==> config.mk <==
export PLATFORM = sky130hd
export DESIGN_NAME = instr_fetch_ctrl
export DESIGN_NICKNAME = d
export VERILOG_FILES = /design/src/rtl/instr_fetch_ctrl_pkg.sv /design/src/rtl/instr_fetch_ctrl_instr_reg.sv /design/src/rtl/instr_fetch_ctrl.sv
export SDC_FILE = /design/constraint.sdc
export NUM_CORES = 1
export LEC_CHECK = 0
export BUFFER_PORTS_ARGS = -buffer_cell sky130_fd_sc_hd__buf_4
export CAP_MARGIN = 15
export CORE_MARGIN = 1.5
export CORE_UTILIZATION = 44
export DETAILED_ROUTE_END_ITERATION = 10
export PLACE_DENSITY = 0.8
export SKIP_LAST_GASP = 1
export SYNTH_ARGS = -nofsm -noshare
export SYNTH_HDL_FRONTEND = slang
export SYNTH_SLANG_ARGS = --single-unit
==> constraint.sdc <==
create_clock -name clk -period 2.1 [get_ports clk]
set_clock_uncertainty 0.2 [all_clocks]
set_input_delay 0.42 -clock clk [delete_from_list [all_inputs] [get_ports clk]]
set_output_delay 0.42 -clock clk [all_outputs]
set_load 0.03 [all_outputs]
==> src/rtl/instr_fetch_ctrl_pkg.sv <==
// Shared types and constants for the instruction fetch/decode controller:
// opcode and state encodings, datapath widths and ALU select codes.
package proc_pkg;

  localparam int IW  = 16;
  localparam int DAW = 8;
  localparam int RAW = 4;

  typedef enum logic [3:0] {
    OP_NOOP  = 4'h0,
    OP_STORE = 4'h1,
    OP_LOAD  = 4'h2,
    OP_ADD   = 4'h3,
    OP_SUB   = 4'h4,
    OP_HALT  = 4'h5
  } opcode_t;

  typedef enum logic [3:0] {
    INIT   = 4'd0,
    IDLE   = 4'd1,
    FETCH  = 4'd2,
    DECODE = 4'd3,
    NOOP   = 4'd4,
    LOAD_A = 4'd5,
    LOAD_B = 4'd6,
    STORE  = 4'd7,
    ADD    = 4'd8,
    SUB    = 4'd9,
    HALT   = 4'd10
  } state_t;

  localparam logic [2:0] ALU_PASS = 3'b000;
  localparam logic [2:0] ALU_ADD  = 3'b001;
  localparam logic [2:0] ALU_SUB  = 3'b010;

  // Unused opcode values collapse onto NOOP.
  function automatic opcode_t decode_op(input logic [3:0] op);
    case (op)
      4'h1:    return OP_STORE;
      4'h2:    return OP_LOAD;
      4'h3:    return OP_ADD;
      4'h4:    return OP_SUB;
      4'h5:    return OP_HALT;
      default: return OP_NOOP;
    endcase
  endfunction

endpackage

==> src/rtl/instr_fetch_ctrl_instr_reg.sv <==
// Instruction register: W-bit storage with load enable and a synchronous
// active-low clear that overrides the load.
module instr_reg #(
  parameter int W = proc_pkg::IW
) (
  input  logic         clk,
  input  logic         clr_n,
  input  logic         load,
  input  logic [W-1:0] d,
  output logic [W-1:0] q
);

  // Clear has priority; otherwise capture d when load is high.
  always_ff @(posedge clk) begin
    if (!clr_n) begin
      q <= {W{1'b0}};
    end else if (load) begin
      q <= d;
    end else begin
      q <= q;
    end
  end

endmodule

==> src/rtl/instr_fetch_ctrl.sv <==
// Fetch/decode/execute sequencer between the PC + instruction ROM and the datapath.
// Optional SINGLE_STEP_EN: each execute state returns to IDLE, one instruction per run.
module instr_fetch_ctrl #(
  parameter int IW  = proc_pkg::IW,
  parameter int DAW = proc_pkg::DAW,
  parameter int RAW = proc_pkg::RAW
) (
  input  logic           clk,
  input  logic           reset_n,
  input  logic           run,
  input  logic [IW-1:0]  im_data,
  output logic           pc_up,
  output logic           pc_clr,
  output logic [IW-1:0]  ir,
  output logic [DAW-1:0] d_addr,
  output logic           d_wr,
  output logic           rf_s,
  output logic [RAW-1:0] rf_w_addr,
  output logic           rf_w_wr,
  output logic [RAW-1:0] rf_ra_addr,
  output logic           rf_ra_rd,
  output logic [RAW-1:0] rf_rb_addr,
  output logic           rf_rb_rd,
  output logic [2:0]     alu_sel,
  output logic           instr_done,
  output logic           halted
);
  import proc_pkg::*;

`ifdef SINGLE_STEP_EN
  localparam state_t EXEC_NEXT = IDLE;
`else
  localparam state_t EXEC_NEXT = FETCH;
`endif

  state_t state_r;
  state_t next_state_s;

  // ir captures the ROM word during FETCH, so it is valid from DECODE onwards.
  instr_reg #(.W(IW)) u_instr_reg (
    .clk   (clk),
    .clr_n (reset_n),
    .load  (state_r == FETCH),
    .d     (im_data),
    .q     (ir)
  );

  // State register; reset wins from any state, including mid-instruction.
  always_ff @(posedge clk) begin
    if (!reset_n) begin
      state_r <= INIT;
    end else begin
      state_r <= next_state_s;
    end
  end

  // Next-state logic.
  always_comb begin
    next_state_s = state_r;
    case (state_r)
      INIT:   next_state_s = IDLE;
      IDLE: begin
        if (run) begin
          next_state_s = FETCH;
        end else begin
          next_state_s = IDLE;
        end
      end
      FETCH:  next_state_s = DECODE;
      DECODE: begin
        case (decode_op(ir[IW-1 -: 4]))
          OP_STORE: next_state_s = STORE;
          OP_LOAD:  next_state_s = LOAD_A;
          OP_ADD:   next_state_s = ADD;
          OP_SUB:   next_state_s = SUB;
          OP_HALT:  next_state_s = HALT;
          default:  next_state_s = NOOP;
        endcase
      end
      LOAD_A: next_state_s = LOAD_B;
      NOOP, LOAD_B, STORE, ADD, SUB: next_state_s = EXEC_NEXT;
      HALT:   next_state_s = HALT;
      default: next_state_s = INIT;
    endcase
  end

  // Moore output decode from state and ir.
  always_comb begin
    pc_up      = 1'b0;
    pc_clr     = 1'b0;
    d_addr     = {DAW{1'b0}};
    d_wr       = 1'b0;
    rf_s       = 1'b0;
    rf_w_addr  = {RAW{1'b0}};
    rf_w_wr    = 1'b0;
    rf_ra_addr = {RAW{1'b0}};
    rf_ra_rd   = 1'b0;
    rf_rb_addr = {RAW{1'b0}};
    rf_rb_rd   = 1'b0;
    alu_sel    = ALU_PASS;
    instr_done = 1'b0;
    halted     = 1'b0;
    case (state_r)
      INIT:  pc_clr = 1'b1;
      FETCH: pc_up  = 1'b1;
      NOOP:  instr_done = 1'b1;
      LOAD_A: begin
        d_addr    = ir[4 +: DAW];
        rf_s      = 1'b1;
        rf_w_addr = ir[0 +: RAW];
      end
      LOAD_B: begin
        d_addr     = ir[4 +: DAW];
        rf_s       = 1'b1;
        rf_w_addr  = ir[0 +: RAW];
        rf_w_wr    = 1'b1;
        instr_done = 1'b1;
      end
      STORE: begin
        d_addr     = ir[4 +: DAW];
        d_wr       = 1'b1;
        rf_ra_addr = ir[0 +: RAW];
        rf_ra_rd   = 1'b1;
        instr_done = 1'b1;
      end
      ADD, SUB: begin
        rf_ra_addr = ir[8 +: RAW];
        rf_rb_addr = ir[4 +: RAW];
        rf_ra_rd   = 1'b1;
        rf_rb_rd   = 1'b1;
        rf_w_addr  = ir[0 +: RAW];
        rf_w_wr    = 1'b1;
        alu_sel    = (state_r == ADD) ? ALU_ADD : ALU_SUB;
        instr_done = 1'b1;
      end
      HALT:  halted = 1'b1;
      default: halted = 1'b0;
    endcase
  end

endmodule

After elaboration in Yosys (flattened, before gate mapping)
Cells that the tools add are included.
{"block": "totals", "register_bits": 20, "latchBits": 0, "ram_bits": 0, "romBits": 0, "out_inout_bits": 48, "wordCells": 50, "n_memories": 0}
{"block": "op_classes", "add_sub_neg": 0, "n_mul": 0, "div_mod_pow": 0, "order_cmp": 0, "eq_ne": 20, "shift": 0, "mux": 20, "bitwise": 0, "reduce_logical": 8}
{"op": "$eq A4 B3 Y1 const B", "n": 8}
{"op": "$pmux W4 S7", "n": 1}
{"op": "$eq A4 B2 Y1 const B", "n": 6}
{"op": "$pmux W4 S5", "n": 1}
{"op": "$pmux W3 S5", "n": 1}
{"op": "$eq A4 B1 Y1 const B", "n": 3}
{"op": "$eq A4 B4 Y1 const B", "n": 3}
{"op": "$mux W4", "n": 3}
{"op": "$mux W1", "n": 9}
{"op": "$reduce_or A3 Y1", "n": 3}
{"op": "$mux W8", "n": 1}
{"op": "$pmux W4 S2", "n": 1}
{"op": "$mux W2", "n": 3}
{"op": "$reduce_or A5 Y1", "n": 1}
{"op": "$logic_not A4 Y1", "n": 1}
{"op": "$reduce_or A2 Y1", "n": 2}
{"op": "$reduce_or A4 Y1", "n": 1}

Longest topological paths before layout
Gate-level depths: netlist of run 1.
{"block": "depth", "word_depth": 6, "depth_mapped": 7, "ltp_nobuf": 4}

Hierarchy
A second synthesis of run 1 with hierarchy kept.
{"block": "hier_totals", "cells_unflattened": 130, "area_unflattened_um2": 1193.6}
{"module": "instr_reg", "instances": 1, "cells_each": 51, "area_each_um2": 615.6, "seq_area_each_um2": 320.3}
{"module": "instr_fetch_ctrl", "instances": 1, "cells_each": 79, "area_each_um2": 578.1, "seq_area_each_um2": 80.1}

Worst setup path after synthesis of run 1
No wires, ideal clock.
{"block": "synth_timing", "path_kind": "reg-to-output", "from": "reg state_r[3]", "to": "out rf_w_addr[0]", "t_arrival_ns": 1.683, "required_time_ns": 1.480, "slack_ns": -0.203, "stages_incl_launch_ff": 4, "path_buffers": 0, "cell_sequence": "dfxtp_1 > nand2b_1 > or3_1 > a21boi_0"}
{"block": "synth_via", "elab_chain_cells": 3}
{"item": "start, declared", "line_no": "instr_fetch_ctrl.sv:36", "rtl": "state_t state_r;"}
{"item": "start signal, assigned", "line_no": "instr_fetch_ctrl.sv:53", "rtl": "state_r <= next_state_s;"}
{"item": "$eq A4 B4 Y1 / $eq A4 B3 Y1 (equally long branches)", "line_no": "instr_fetch_ctrl.sv:103", "rtl": "case (state_r)"}
{"item": "$reduce_or A4 Y1 (no source line) *"}
{"item": "$mux W4 *", "line_no": "instr_fetch_ctrl.sv:103"}
{"item": "end, declared", "line_no": "instr_fetch_ctrl.sv:18", "rtl": "output logic [RAW-1:0] rf_w_addr,"}
Mark *: on every way between the ends. The rest lies on a longest branch, timed or not.

Worst setup path in the final report of run 1
{"block": "layout_timing", "from": "reg state_r[3]", "to": "out d_addr[7]"}
{"block": "layout_via", "elab_chain_cells": 3}
{"item": "$eq A4 B3 Y1", "line_no": "instr_fetch_ctrl.sv:103"}
{"item": "$reduce_or A3 Y1 (no source line) *"}
{"item": "$mux W8 *", "line_no": "instr_fetch_ctrl.sv:103"}
{"item": "end, declared", "line_no": "instr_fetch_ctrl.sv:15", "rtl": "output logic [DAW-1:0] d_addr,"}
Marked as above.

==> results of run 1 <==
## worst max-delay path, cell delays in order (launching register included)
cell and delay (ns):
dfxtp_4 0.38, nand2b_4 0.15, buf_4 0.16, nor2_4 0.21, and2_4 0.19, buf_6 0.12
## power breakdown
part | internal, uW | total, uW | switching (uW) | leakage [uW]
clock | 193 | 320 | 127 | 0.0000279
sequential | 401 | 429 | 28.0 | 0.000164
combinational | 116 | 265 | 149 | 0.000662
## area by class of cell
cell class | instances | area (sq um)
clock buffer | 3 | 22.52
clock inverter | 1 | 30.03
fill | 195 | 615.6
inverter | 5 | 23.77
multi-input combinational | 113 | 769.5
sequential | 20 | 407.9
tap | 30 | 37.54
timing repair buffer | 76 | 615.6
## registers in the layout, indices dropped and copies added (netlist names)
register / cells
state_r: 4
u_instr_reg.q: 16
## cells by family (layout without fill, tap and decap cells)
family                    after synthesis  in the layout  share of synthesized area
buffers and inverters                  14             85                    0.07795
other                                   1              1                   0.003116
DFF                                    20             20                     0.3326
AOI/OAI and AO/OA                      39             39                     0.2609
xor gates and xnor gates                3              3                    0.02183
and+or+nand+nor                        70             70                     0.3035
## cell usage in the layout, fill, tap and decap left out, drive strengths merged, types with 2 or more instances in the layout
cell type,instances
nand2b,2
o21ai,4
clkbuf,3
buf,76
a21oi,4
or3,2
dfxtp,20
and2,13
nor2,8
a22o,4
xor2,2
inv,4
nand2,35
a21boi,20
## layer usage
layer	wire length, microns	global-route usage	part of all wire
met5	0	0	0
met4	96	0.09408	0.027
met3	200	0.03981	0.056
met2	1810	0.3946	0.50
met1	1481	0.2653	0.41
## through the flow
stage / std cells / utilization / power, uW
6_report: 248 / 0.7560 / 1015
5_1_grt: 248 / 0.7560 / 1058
4_1_cts: 247 / 0.7302 / 1012
3_5_place_dp: 242 / 0.6845 / 684.9
3_3_place_gp: 242 / 0.6845 / 676.7
2_1_floorplan: 147 / - / 593.8
## path summary, 6_finish.rpt
kind / slack [ns] / endpoint / startpoint
hold / removal: 0.14 / u_instr_reg.q[11]$_SDFFE_PN0P_ / im_data[11]
setup / recovery: -0.05 / d_addr[7] / state_r[3]$_SDFF_PN0_
setup reg to reg: 0.29 / state_r[0]$_SDFF_PN0_ / state_r[0]$_SDFF_PN0_
hold reg to reg: 0.30 / u_instr_reg.q[6]$_SDFFE_PN0P_ / u_instr_reg.q[6]$_SDFFE_PN0P_
## what timing repair did
action                     4_1_cts  5_1_grt
pin swaps                        4        1
buffers inserted                 1        1
setup endpoints to repair       25       26
gates resized for setup         21       18
==> report_table.html, run 1 <==
<table>
<tr><th>Metric</th><th>Value</th></tr>
<tr><th colspan="2">Power and ir drop</th></tr>
<tr><td>VDD IR max</td><td>0.5142 mV</td></tr>
<tr><td>Pleak</td><td>0.0008543 uW</td></tr>
<tr><td>Total power density per cell area</td><td>roughly 530 mW/mm^2</td></tr>
<tr><th colspan="2">Final layout</th></tr>
<tr><td>Share of post-route cells with drive strength above 1</td><td>0.5550</td></tr>
<tr><td>Antenna Diode Count</td><td>0</td></tr>
<tr><td>Area of all placed cells without fillers</td><td>around 0.0019 sq mm</td></tr>
<tr><td>Layout area overhead</td><td>58.42%</td></tr>
<tr><td>Net count, final</td><td>about 240</td></tr>
<tr><th colspan="2">Floorplan</th></tr>
<tr><td>DIE AREA</td><td>roughly 0.003 sq mm</td></tr>
<tr><td>Die span in y</td><td>roughly 55 microns</td></tr>
<tr><td>Horizontal die dimension</td><td>roughly 55 microns</td></tr>
<tr><td>Area inside the core boundary</td><td>~0.0025 sq mm</td></tr>
<tr><td>Initial core utilization</td><td>0.4772</td></tr>
<tr><td>I/O pin cnt</td><td>67</td></tr>
<tr><td># rows</td><td>18</td></tr>
<tr><th colspan="2">Synthesis</th></tr>
<tr><td>Netlist area before placement</td><td>approximately 0.0012 sq mm</td></tr>
<tr><td>Count leader, synth</td><td>nand2_1</td></tr>
<tr><td>Number of instances in the synthesized netlist</td><td>147</td></tr>
<tr><td>Share of the yosys chip area belonging to registers</td><td>0.3326</td></tr>
<tr><td>Top post-synthesis cells by count</td><td>nand2_1, dfxtp_1, and2_1, a21boi_2, nand2_2</td></tr>
<tr><td>Post-Synthesis Net Count</td><td>between 150 and 200</td></tr>
<tr><td>Number of register bits inferred by synthesis</td><td>20</td></tr>
<tr><td>Avg Cell Area, Syn</td><td>between 8 and 9 sq um</td></tr>
<tr><td>Dominant cell type by area after synthesis</td><td>dfxtp_1</td></tr>
<tr><td>Share of flip-flops with an asynchronous set or reset</td><td>0</td></tr>
<tr><td>Library cells used by synthesis</td><td>40</td></tr>
<tr><td>Syn. warnings</td><td>0</td></tr>
<tr><td>Leading register cell type out of synthesis</td><td>dfxtp_1</td></tr>
<tr><td>Post-synth EDFFs</td><td>0</td></tr>
<tr><td>Yosys top cell area share</td><td>0.3326</td></tr>
<tr><td>Biggest area contributors in the synthesized netlist</td><td>dfxtp_1, a21boi_2, nand2_1, and2_1, nand2_2</td></tr>
<tr><th colspan="2">Placement</th></tr>
<tr><td>Setup slack at placement</td><td>approximately 0.047 ns</td></tr>
<tr><td>Number of buffer cells added on primary ports</td><td>between 60 and 70</td></tr>
<tr><td>HPWL Detailed</td><td>between 2000 and 3000 microns</td></tr>
<tr><td>Placed cell area</td><td>around 0.0017 sq mm</td></tr>
<tr><td>RePlAce Congestion</td><td>between 0.8 and 0.9</td></tr>
<tr><th colspan="2">Timing</th></tr>
<tr><td>Setup-failing EPs final</td><td>15</td></tr>
<tr><td>RSZ-0062 raised after global routing</td><td>true</td></tr>
<tr><td>Slew of the pin with the lowest slew margin</td><td>approximately 0.5 ns</td></tr>
<tr><td>Post-route minimum period</td><td>between 2 and 2.5 ns</td></tr>
<tr><td>Relative slew margins</td><td>0.6658</td></tr>
<tr><td>Top achievable clock speed</td><td>465.7 MHz</td></tr>
<tr><td>Ratio of final minimum period to clock period</td><td>1.023</td></tr>
<tr><td>Final number of max-transition violations</td><td>0</td></tr>
<tr><td>Number of hold violations in the final report</td><td>0</td></tr>
<tr><td>Post-route setup slack</td><td>-0.04728 ns</td></tr>
<tr><td>Worst hold slack</td><td>roughly 0.14 ns</td></tr>
<tr><td>Final-layout setup total negative slack</td><td>-0.4565 ns</td></tr>
<tr><th colspan="2">Run status</th></tr>
<tr><td>Outcome</td><td>finished, violations left</td></tr>
<tr><td>Failing checks</td><td>setup timing</td></tr>
<tr><th colspan="2">Global route</th></tr>
<tr><td>First-pass GRT wire length</td><td>5492 microns</td></tr>
<tr><td>Vias in the first global route</td><td>between 1,000 and 1,500</td></tr>
<tr><td>Global route total overflow</td><td>0</td></tr>
<tr><td>Total routing resource utilization after global routing</td><td>0.2241</td></tr>
<tr><td>Initial antenna violation count</td><td>0</td></tr>
<tr><td>Largest net degree at the start of global routing</td><td>19</td></tr>
<tr><th colspan="2">Routing</th></tr>
<tr><td>Post-detailed-route via-to-cell ratio</td><td>5.194</td></tr>
<tr><td>Vias</td><td>around 1,300</td></tr>
<tr><td>Number of antenna-violating nets in the routed design</td><td>0</td></tr>
<tr><td>Post-route DRC violation count</td><td>0</td></tr>
<tr><td>Iteration count of the initial detailed-routing pass</td><td>4</td></tr>
<tr><td>Routed wirelength normalized by instance count</td><td>about 14 microns</td></tr>
<tr><td>Final WL</td><td>roughly 3600 microns</td></tr>
<tr><td>Initial detailed-routing violation count</td><td>29</td></tr>
<tr><th colspan="2">Clock tree</th></tr>
<tr><td>Clk sinks</td><td>20</td></tr>
<tr><td>CTS max path bufs</td><td>2</td></tr>
<tr><td>Clock tree from TritonCTS</td><td>yes</td></tr>
<tr><td>Clock buffer count from CTS</td><td>3</td></tr>
<tr><td>Clk root buf</td><td>clkbuf_4</td></tr>
<tr><td>Clock latency at the later pin of the worst-skew pair</td><td>~0.3 ns</td></tr>
<tr><td>Clock-pin transition on the worst setup and hold timing paths</td><td>between 0.1 and 0.15 ns</td></tr>
<tr><td>Htree depth</td><td>1</td></tr>
<tr><td>Hold buffers post-CTS</td><td>0</td></tr>
<tr><th colspan="2">Critical path</th></tr>
<tr><td>Data arrival time of the worst path</td><td>about 1.5 ns</td></tr>
<tr><td>Number of cells traversed by the worst register-to-register path</td><td>4</td></tr>
<tr><td>Type of destination of the critical path</td><td>output port</td></tr>
<tr><td>Category of the most critical setup path</td><td>reg2out</td></tr>
<tr><td>Required arrival time at the worst endpoint</td><td>around 1.5 ns</td></tr>
<tr><td>Nature of the critical path startpoint</td><td>flip-flop</td></tr>
<tr><td>Maximum fanout along the worst path</td><td>8</td></tr>
<tr><th colspan="2">Hold path</th></tr>
<tr><td>Worst min-delay path category</td><td>in2reg</td></tr>
<tr><td>Hold depth</td><td>3</td></tr>
<tr><th colspan="2">Run</th></tr>
<tr><td>Maximum capacitance violations</td><td>0</td></tr>
</table>
Power figures use the tool's default switching activity.
==> run 2, diff against run 1 <==
--- a/config.mk
+++ b/config.mk
@@ -7,10 +7,11 @@
 export LEC_CHECK = 0
 export BUFFER_PORTS_ARGS = -buffer_cell sky130_fd_sc_hd__buf_4
 export CAP_MARGIN = 15
-export CORE_MARGIN = 1.5
+export CORE_MARGIN = 1
 export CORE_UTILIZATION = 44
 export DETAILED_ROUTE_END_ITERATION = 10
 export PLACE_DENSITY = 0.8
+export REMOVE_ABC_BUFFERS = 1
 export SKIP_LAST_GASP = 1
 export SYNTH_ARGS = -nofsm -noshare
 export SYNTH_HDL_FRONTEND = slang
==> report_table.html, run 2 (synthesis gave the netlist of run 1 again) <==
<table>
<tr><th>Metric</th><th>Value</th></tr>
<tr><th colspan="2">Critical path</th></tr>
<tr><td>Number of cells on the critical path</td><td>4 (-1)</td></tr>
<tr><td>Startpoint of the lowest-slack register-to-register path</td><td>state_r[2]$_SDFF_PN0_</td></tr>
<tr><td>Nature of the critical path startpoint</td><td>flip-flop</td></tr>
<tr><td>Worst Setup SP</td><td>state_r[2]$_SDFF_PN0_</td></tr>
<tr><td>Combined buffer and inverter count along the critical path</td><td>3 (+1)</td></tr>
<tr><td>Termination of the worst setup path</td><td>pc_up</td></tr>
<tr><td>Setup slack on the worst flop-to-flop path</td><td>0.22 ns (-0.07 ns)</td></tr>
<tr><td>Most common cell type on the critical path</td><td>buf_6</td></tr>
<tr><td>CP max stage cell</td><td>or4b_4</td></tr>
<tr><td>Type of destination of the critical path</td><td>output port</td></tr>
<tr><td>Maximum fanout along the worst path</td><td>6 (-2)</td></tr>
<tr><td>Required arrival time at the worst endpoint</td><td>1.48 ns (about the same)</td></tr>
<tr><td>Worst flop-to-flop path endpoint</td><td>u_instr_reg.q[1]$_SDFFE_PN0P_</td></tr>
<tr><td>Crit path cell chain</td><td>buf_6, or4b_4, clkinv_4, buf_6</td></tr>
<tr><td>Crit path largest cell delay</td><td>0.52 ns (+0.14 ns)</td></tr>
<tr><td>Number of cells traversed by the worst register-to-register path</td><td>6 (+2)</td></tr>
<tr><td>CP top delay family</td><td>simple AND/OR/NAND/NOR gates</td></tr>
<tr><td>Category of the most critical setup path</td><td>reg2out</td></tr>
<tr><td>Data arrival time of the worst path</td><td>1.50 ns (-0.03 ns)</td></tr>
<tr><th colspan="2">Floorplan</th></tr>
<tr><td>Die span in y</td><td>54.30 microns (-1.8%)</td></tr>
<tr><td># rows</td><td>18 (unchanged)</td></tr>
<tr><td>Area inside the core boundary</td><td>0.002522 sq mm (unchanged)</td></tr>
<tr><td>Initial core utilization</td><td>0.4772 (unchanged)</td></tr>
<tr><td>I/O pin cnt</td><td>67 (unchanged)</td></tr>
<tr><td>Horizontal die dimension</td><td>54.30 microns (-1.8%)</td></tr>
<tr><td>DIE AREA</td><td>0.002948 sq mm (-3.6%)</td></tr>
<tr><th colspan="2">Final layout</th></tr>
<tr><td>Top library cells by usage in the layout, fill and taps aside</td><td>buf_4, nand2_1, dfxtp_1, buf_6, a21boi_2</td></tr>
<tr><td>Sequential cell area</td><td>405.4 sq um (-0.61%)</td></tr>
<tr><td>Net count, final</td><td>240 (+0.84%)</td></tr>
<tr><td>Largest registers</td><td>u_instr_reg.q x16, state_r x4</td></tr>
<tr><td>Layout area overhead</td><td>59.56%</td></tr>
<tr><td>Multi-input gate area in the final layout</td><td>785.8 sq um (+2.1%)</td></tr>
<tr><td>Fill cell instance count of the final layout</td><td>192 (-1.5%)</td></tr>
<tr><td>Area of all placed cells without fillers</td><td>0.001921 sq mm (+0.72%)</td></tr>
<tr><td>Commonest non-fill, non-tap cell in the layout</td><td>buf_4</td></tr>
<tr><td>Register name with the most flops</td><td>u_instr_reg.q</td></tr>
<tr><td>Fin util</td><td>0.7614 (+0.005457)</td></tr>
<tr><td>Antenna Diode Count</td><td>0 (unchanged)</td></tr>
<tr><td>Share of post-route cells with drive strength above 1</td><td>0.5571 (+0.002032)</td></tr>
<tr><td>Max FFs per register</td><td>16 (unchanged)</td></tr>
<tr><th colspan="2">Clock tree</th></tr>
<tr><td>Clk root buf</td><td>clkbuf_4</td></tr>
<tr><td>Clk sinks</td><td>20 (unchanged)</td></tr>
<tr><td>Clock tree from TritonCTS</td><td>yes</td></tr>
<tr><td>Clock latency at the later pin of the worst-skew pair</td><td>0.29 ns (about the same)</td></tr>
<tr><td>CTS max path bufs</td><td>2 (unchanged)</td></tr>
<tr><td>Clock buffer count from CTS</td><td>3 (unchanged)</td></tr>
<tr><td>Htree depth</td><td>1 (unchanged)</td></tr>
<tr><td>Clock-pin transition on the worst setup and hold timing paths</td><td>0.11 ns (about the same)</td></tr>
<tr><td>Hold buffers post-CTS</td><td>0 (unchanged)</td></tr>
<tr><th colspan="2">Power and ir drop</th></tr>
<tr><td>Combinational group share of total power</td><td>0.309 (+0.048)</td></tr>
<tr><td>PnR Total Power</td><td>877.9 uW (-13%)</td></tr>
<tr><td>Cell-internal power</td><td>591.6 uW (-17%)</td></tr>
<tr><td>Total power density per cell area</td><td>457.1 mW/mm^2 (-14%)</td></tr>
<tr><td>Pleak</td><td>0.0008538 uW (about the same)</td></tr>
<tr><td>Fraction of power consumed by the clock network</td><td>0.202 (-0.114)</td></tr>
<tr><td>VDD IR max</td><td>0.3160 mV (-39%)</td></tr>
<tr><td>Switching part of the total</td><td>0.3261 (+0.02620)</td></tr>
<tr><td>Reg power frac</td><td>0.489 (+0.066)</td></tr>
<tr><td>P_sw</td><td>286.3 uW (-5.9%)</td></tr>
<tr><th colspan="2">Routing</th></tr>
<tr><td>Initial detailed-routing violation count</td><td>26 (-10%)</td></tr>
<tr><td>Routed wirelength normalized by instance count</td><td>14.06 microns (-2.8%)</td></tr>
<tr><td>Vias</td><td>1,292 (+0.31%)</td></tr>
<tr><td>Final WL</td><td>3500 microns (-2.5%)</td></tr>
<tr><td>Iteration count of the initial detailed-routing pass</td><td>4 (unchanged)</td></tr>
<tr><td>Post-detailed-route via-to-cell ratio</td><td>5.189 (about the same)</td></tr>
<tr><td>Number of antenna-violating nets in the routed design</td><td>0 (unchanged)</td></tr>
<tr><td>Post-route DRC violation count</td><td>0 (unchanged)</td></tr>
<tr><th colspan="2">Global route</th></tr>
<tr><td>Vias in the first global route</td><td>1,156 (+0.78%)</td></tr>
<tr><td>Initial antenna violation count</td><td>0 (unchanged)</td></tr>
<tr><td>First-pass GRT wire length</td><td>5064 microns (-7.8%)</td></tr>
<tr><td>Largest net degree at the start of global routing</td><td>19 (unchanged)</td></tr>
<tr><td>Total routing resource utilization after global routing</td><td>0.2363 (+0.01224)</td></tr>
<tr><td>Global route total overflow</td><td>0 (unchanged)</td></tr>
<tr><th colspan="2">Run status</th></tr>
<tr><td>Outcome</td><td>finished, violations left</td></tr>
<tr><td>Failing checks</td><td>setup timing</td></tr>
<tr><th colspan="2">Placement</th></tr>
<tr><td>Placed cell area</td><td>0.001727 sq mm (unchanged)</td></tr>
<tr><td>HPWL Detailed</td><td>2369 microns (-12%)</td></tr>
<tr><td>RePlAce Congestion</td><td>0.7875 (-7.1%)</td></tr>
<tr><td>Setup slack at placement</td><td>0.1856 ns (+0.1382 ns)</td></tr>
<tr><td>Number of buffer cells added on primary ports</td><td>65 (unchanged)</td></tr>
<tr><th colspan="2">Hold path</th></tr>
<tr><td>Worst min-delay path category</td><td>in2reg</td></tr>
<tr><td>Hold path startpoint</td><td>im_data[10]</td></tr>
<tr><th colspan="2">Timing</th></tr>
<tr><td>Number of hold violations in the final report</td><td>0 (unchanged)</td></tr>
<tr><td>Top achievable clock speed</td><td>472.2 MHz (+1.4%)</td></tr>
<tr><td>Final number of max-transition violations</td><td>0 (unchanged)</td></tr>
<tr><td>Post-route minimum period</td><td>2.118 ns (-0.02974 ns)</td></tr>
<tr><td>RSZ-0062 raised after global routing</td><td>true</td></tr>
<tr><td>Post-route setup slack</td><td>-0.01754 ns (+0.02974 ns)</td></tr>
<tr><td>Final-layout setup total negative slack</td><td>-0.03552 ns (+0.4210 ns)</td></tr>
<tr><td>Ratio of final minimum period to clock period</td><td>1.008 (-0.01416)</td></tr>
<tr><td>Setup-failing EPs final</td><td>5 (-10)</td></tr>
<tr><th colspan="2">Run</th></tr>
<tr><td>Maximum capacitance violations</td><td>0 (unchanged)</td></tr>
</table>
[run 2: cell count changes in the layout (fill, tap and decap cells not counted), moves of 2 or more]
cell | before | now
a21boi_2 | 11 | 13
and2_1 | 5 | 10
buf_6 | 12 | 14
a21boi_1 | 6 | 4
and2_4 | 8 | 3
[run 2: worst register-to-register path, stage by stage (launching register included)]
cell and delay, ns:
dfxtp_2 0.37, buf_6 0.13, or4b_4 0.52, clkinv_4 0.07, buf_4 0.24, nand2_1 0.10
a21boi_0 0.18
[run 2: worst min path at each step]
| stage | to | slack, ns | cells after the start |
|---|---|---|---|
| floorplan | u_instr_reg.q[10]$_SDFFE_PN0P_ | 0.35 | 2 |
| global placement | u_instr_reg.q[6]$_SDFFE_PN0P_ | 0.27 | 2 |
| detailed placement | u_instr_reg.q[4]$_SDFFE_PN0P_ | 0.28 | 2 |
| CTS | u_instr_reg.q[14]$_SDFFE_PN0P_ | 0.15 | 3 |
| global route | u_instr_reg.q[11]$_SDFFE_PN0P_ | 0.14 | 3 |
| finish | u_instr_reg.q[10]$_SDFFE_PN0P_ | 0.16 | 3 |
[run 2: layout make-up]
class / instances / share of cell area
clock buffer: 3 / 0.01173
inverter: 5 / 0.01238
multi-input combinational: 113 / 0.4091
sequential: 20 / 0.2111
tap: 30 / 0.01954
timing repair buffer: 78 / 0.3362
[run 2: timing repair]
item / 4_1_cts / 5_1_grt
buffers inserted: 4 / 0
endpoints found under the hold margin: 0 / 0
endpoints found under the setup margin: 17 / 23
pin swaps: 2 / 5
resized for setup: 19 / 25
[run 2: power by group through the flow]
stage	Combinational (uW)	Sequential (uW)	Clock [uW]
6_report	271	430	177
3_3_place_gp	240	433	0
3_5_place_dp	244	435	0
4_1_cts	262	429	184
2_1_floorplan	103	471	0
5_1_grt	292	434	200
[run 2: through the flow]
stage,std cells,hold slack (ns)
2_1_floorplan,138,0.3467
3_3_place_gp,242,0.2668
3_5_place_dp,242,0.2799
4_1_cts,249,0.1533
5_1_grt,249,0.1435
6_report,249,0.1603
[run 2: metal layers]
layer | share of wire | routed length (microns) | global-route usage
met1 | 0.42 | 1454 | 0.2862
met2 | 0.52 | 1817 | 0.4106
met3 | 0.047 | 166 | 0.04722
met4 | 0.017 | 61 | 0.08120
met5 | 0 | 0 | 0
